--- config.mk ---
export PLATFORM = sky130hd
export DESIGN_NAME = mem_port_arbiter
export DESIGN_NICKNAME = d
export VERILOG_FILES = /design/src/rtl/mem_port_arbiter.sv
export SDC_FILE = /design/constraint.sdc
export NUM_CORES = 1
export LEC_CHECK = 0
export ABC_CLOCK_PERIOD_IN_PS = 3200
export CELL_PAD_IN_SITES_DETAIL_PLACEMENT = 0
export CELL_PAD_IN_SITES_GLOBAL_PLACEMENT = 1
export CORE_UTILIZATION = 31
export DETAILED_ROUTE_END_ITERATION = 10
export PLACE_DENSITY = 0.86
export SETUP_SLACK_MARGIN = 0.15
export SLEW_MARGIN = 40
export SYNTH_ARGS = -nofsm -noshare
export SYNTH_HDL_FRONTEND = slang
export SYNTH_SLANG_ARGS = --single-unit
--- constraint.sdc ---
create_clock -name clk -period 3.2 [get_ports clk]
set_input_delay 0.64 -clock clk [delete_from_list [all_inputs] [get_ports clk]]
set_output_delay 0.64 -clock clk [all_outputs]
set_load 0.02 [all_outputs]
--- src/rtl/mem_port_arbiter.sv ---
// Arbitrates one single-port memory between instruction fetch and load/store.
// Data accesses win ties; a global stall holds the pipeline until every pending request is served.
module mem_port_arbiter #(
  parameter int AW      = 32,
  parameter int DW      = 32,
  parameter int TIMEOUT = 16
) (
  input  logic          clk,
  input  logic          rst,
  input  logic          if_req,
  input  logic [AW-1:0] if_addr,
  output logic [DW-1:0] if_rdata,
  output logic          if_valid,
  input  logic          d_read,
  input  logic          d_write,
  input  logic [AW-1:0] d_addr,
  input  logic [DW-1:0] d_wdata,
  output logic [DW-1:0] d_rdata,
  output logic          d_valid,
  output logic          stall,
  output logic          err,
  output logic          mem_req,
  output logic          mem_we,
  output logic [AW-1:0] mem_addr,
  output logic [DW-1:0] mem_wdata,
  input  logic [DW-1:0] mem_rdata,
  input  logic          mem_ack,
  output logic [1:0]    dbg_state
);

  typedef enum logic [1:0] {
    IDLE   = 2'd0,
    BUSY_I = 2'd1,
    BUSY_D = 2'd2
  } state_t;

  localparam int CW = (TIMEOUT > 1) ? $clog2(TIMEOUT) : 1;
  localparam logic [CW-1:0] CNT_LAST = CW'((TIMEOUT > 0) ? (TIMEOUT - 1) : 0);

  state_t        state;
  logic [CW-1:0] tcnt;
  logic          if_done;
  logic          d_done;
  logic          busy_load;
  logic          d_pend;
  logic          timed_out;

  // Handshake: a requester holds its request stable while stall=1; the matching
  // x_valid pulse marks the cycle in which the registered rdata may be sampled,
  // and stall falls in that same cycle once nothing else is outstanding.
  assign d_pend    = d_read | d_write;
  assign stall     = (d_pend & ~d_done & ~d_valid) | (if_req & ~if_done & ~if_valid);
  assign timed_out = (TIMEOUT > 0) && (tcnt == CNT_LAST);
  assign dbg_state = state;

  always_ff @(posedge clk) begin
    if (rst) begin
      state     <= IDLE;
      tcnt      <= '0;
      if_done   <= 1'b0;
      d_done    <= 1'b0;
      busy_load <= 1'b0;
      if_rdata  <= '0;
      if_valid  <= 1'b0;
      d_rdata   <= '0;
      d_valid   <= 1'b0;
      err       <= 1'b0;
      mem_req   <= 1'b0;
      mem_we    <= 1'b0;
      mem_addr  <= '0;
      mem_wdata <= '0;
    end else begin
      if_valid <= 1'b0;
      d_valid  <= 1'b0;
      // Pipeline advances: forget what was served so the next request is fresh.
      if (!stall) begin
        if_done <= 1'b0;
        d_done  <= 1'b0;
      end
      case (state)
        IDLE: begin
          tcnt <= '0;
          if (d_pend && !d_done) begin
            state     <= BUSY_D;
            mem_req   <= 1'b1;
            mem_we    <= d_write;
            mem_addr  <= d_addr;
            mem_wdata <= d_wdata;
            busy_load <= ~d_write;
          end else if (if_req && !if_done) begin
            state    <= BUSY_I;
            mem_req  <= 1'b1;
            mem_we   <= 1'b0;
            mem_addr <= if_addr;
          end
        end
        BUSY_I, BUSY_D: begin
          if (mem_ack || timed_out) begin
            mem_req <= 1'b0;
            state   <= IDLE;
            if (!mem_ack) err <= 1'b1;
            if (state == BUSY_I) begin
              if_valid <= 1'b1;
              if_done  <= 1'b1;
              if_rdata <= mem_ack ? mem_rdata : '0;
            end else begin
              d_valid <= 1'b1;
              d_done  <= 1'b1;
              // An aborted access returns zero; a completed store keeps the old load data.
              if (!mem_ack)       d_rdata <= '0;
              else if (busy_load) d_rdata <= mem_rdata;
            end
          end else begin
            tcnt <= tcnt + CW'(1);
          end
        end
        default: state <= IDLE;
      endcase
    end
  end

endmodule

==> flow_summary.ini <==
[timing]
setup_viol = 0
fin_ws_ps = 436
slew_headroom = 0.575
finalHoldViolCount = 0
post-route-min-period_ps = 2760
rsz0062_at_grt = no
worstMarginPinSlew_ps = 638
fin_crit_sh = 0.864
max_clock_freq_mhz = 362
finalClockSkew_ps = 8.95
maxSlewViolCount = 0
final.setup.tns_ps = 0

[clock_network]
cts_buffers = 17
cts_tree = built
root_buffer = clkbuf_16
htree_levels = 4
cts_buffer_depth = 2
cts_resized = 0
clk_latency_ps = 410
cts.clk_slew.worst_paths_ps = 60
cts.sinks = 142
cts_hold_buf = 0
post-cts-setup-buffers = 0

[power_and_ir_drop]
seqPwrFrac = 0.380
switching_share = 0.324
p_sw_mw = 1.75
p_total_mw = 5.38
p_leak_nw = 3.22
combPwrFrac = 0.280
power-per-cell-area_nw_per_um2 = 608
peakVddDrop_mv = 0.384
internal_power_mw = 3.64
power_frac_clock = 0.340

[yosys]
postSynthAreaPerCell_um2 = 8.92
yosysMostFrequentCell = nand2_1
synth.distinct_cells = 38
async_flop_share = 0
synthCells = 616
ys_warn_count = 0
synth_top_area_cell = dfxtp_1
synthTopCellsByArea = dfxtp_1 (52%), nand2_1 (11%), a21oi_1 (6.6%)
netlist.area_leader.share = 0.517
netlist_top_cells_count = nand2_1 (166), dfxtp_1 (142), a21oi_1 (72), nor2_1 (41)
synth-seq-cells = 142
synth_area_um2 = 5500
synth_seq_area_share = 0.517
syn-num-nets = 754
synth_ff_type = dfxtp_1
synth-edff-count = 0

[floorplanning]
ioPinCount = 270
die_height_um = 135
start_util = 0.318
dieArea_um2 = 18300
die_w_um = 135
core_area_um2 = 17300
rows = 48

[final_layout]
insertedDiodeCount = 0
layout-drive-gt1-share = 0.0848
area_growth_pct = 61.1
post-route-util = 0.512
nets = 998
n_fill_cell = 1641

[global_routing]
grt_pass1_vias = 5071
track_usage = 0.182
grt_pass1_wl_um = 25900
grt_overflow_total = 0
antenna_found_initial = 0
grt_start_max_net_pins = 69

[detailed_routing]
drt_iter0_drc = 184
viasPerCell = 4.76
ant_nets = 0
drc = 0
wl_um = 16400
num_vias = 5226
first_pass_iters = 4
routedWlPerCell_um = 15.0

[critical_path]
crit_type = input pin to output port
cp_max_fo = 5
start_kind = input pin
arrival_ps = 2120
crit_path_end_kind = output port
crit_required_ps = 2560

[placed_design]
dp_slack_ps = 415
gp_congestion = 0.732
port_buffers = 269
hpwl_um = 11400

[run_status]
status = complete, no violations

[job]
drv_cap = 0

[hold_path]
min_path_type = register to register
worst max-delay path, stage by stage:
cell             delay (ps)
clkdlybuf4s50_1         510
nand2b_1                170
o22ai_1                 170
clkdlybuf4s50_1         640
sequential cells by signal, summed over array words and instances (netlist names):
name and count:
busy_load 1, d_done 1, d_rdata 32, d_valid 1, dbg_state 2, err 1
if_done 1, if_rdata 32, if_valid 1, mem_addr 32, mem_req 1, mem_wdata 32
mem_we 1, tcnt 4
power groups by stage:
stage                     clock network (mW)  logic (mW)  registers (mW)
after floorplan                            0       0.643            2.29
after global placement                     0        1.51            2.08
after detailed placement                   0        1.52            2.09
after CTS                               1.89        1.52            2.05
after global routing                    1.96        1.63            2.07
final                                   1.83        1.51            2.05
cell usage in the layout (no fill, tap or decap), types with 5 or more instances in the layout:
cell / netlist / layout
clkbuf_16: 0 / 17
clkinvlp_4: 0 / 6
nor2_1: 41 / 41
nand2_1: 166 / 166
inv_1: 5 / 5
a311oi_1: 13 / 13
nand4_1: 32 / 32
a21oi_1: 72 / 72
a311oi_2: 20 / 20
clkdlybuf4s50_1: 0 / 268
buf_4: 7 / 10
dfxtp_1: 142 / 142
a22o_1: 32 / 32
stage by stage:
stage / cells / cell area, um^2 / hold slack [ps]
final: 1098 / 8860 / 449
after global routing: 1098 / 8860 / 468
after CTS: 1098 / 8860 / 451
after detailed placement: 1066 / 8300 / 442
after global placement: 1066 / 8300 / 438
after floorplan: 616 / 5500 / 431
layout make-up:
cell class	count	area [um^2]	area share
Clock buffer	17	425	0.0480
Clock inverter	15	129	0.0145
Inverter	5	18.8	0.00212
Multi-Input combinational cell	414	2360	0.267
Sequential cell	142	2840	0.321
Tap cell	225	282	0.0318
Timing Repair Buffer	280	2800	0.316
layer usage:
metal | global-route usage | part of all wire | vias to the layer above
li1 | - | - | 2647
met1 | 0.212 | 0.42 | 2393
met2 | 0.309 | 0.49 | 176
met3 | 0.0643 | 0.082 | 10
met4 | 0.0618 | 0.0096 | 0
met5 | 0 | 0 | -
logic make-up after synthesis:
logic type,count (synthesis),share of synthesized area
and+or+nand+nor,258,0.201
xor gates and xnor gates,1,0.00159
buffers and inverters,60,0.0562
AOI/OAI and AO/OA,151,0.215
DFF,142,0.517
adders and majority gates,4,0.00910
worst paths after layout:
kind | depth (start not counted) | start | to | slack [ps]
worst max-delay path | 4 | if_req | stall | 440
worst min-delay path | 2 | if_rdata[1] | if_rdata[1] | 450
worst min register to register | 2 | if_rdata[1] | if_rdata[1] | 450
worst max register to register | 6 | dbg_state[0] | d_rdata[27] | 920
Power figures use the tool's default switching activity.
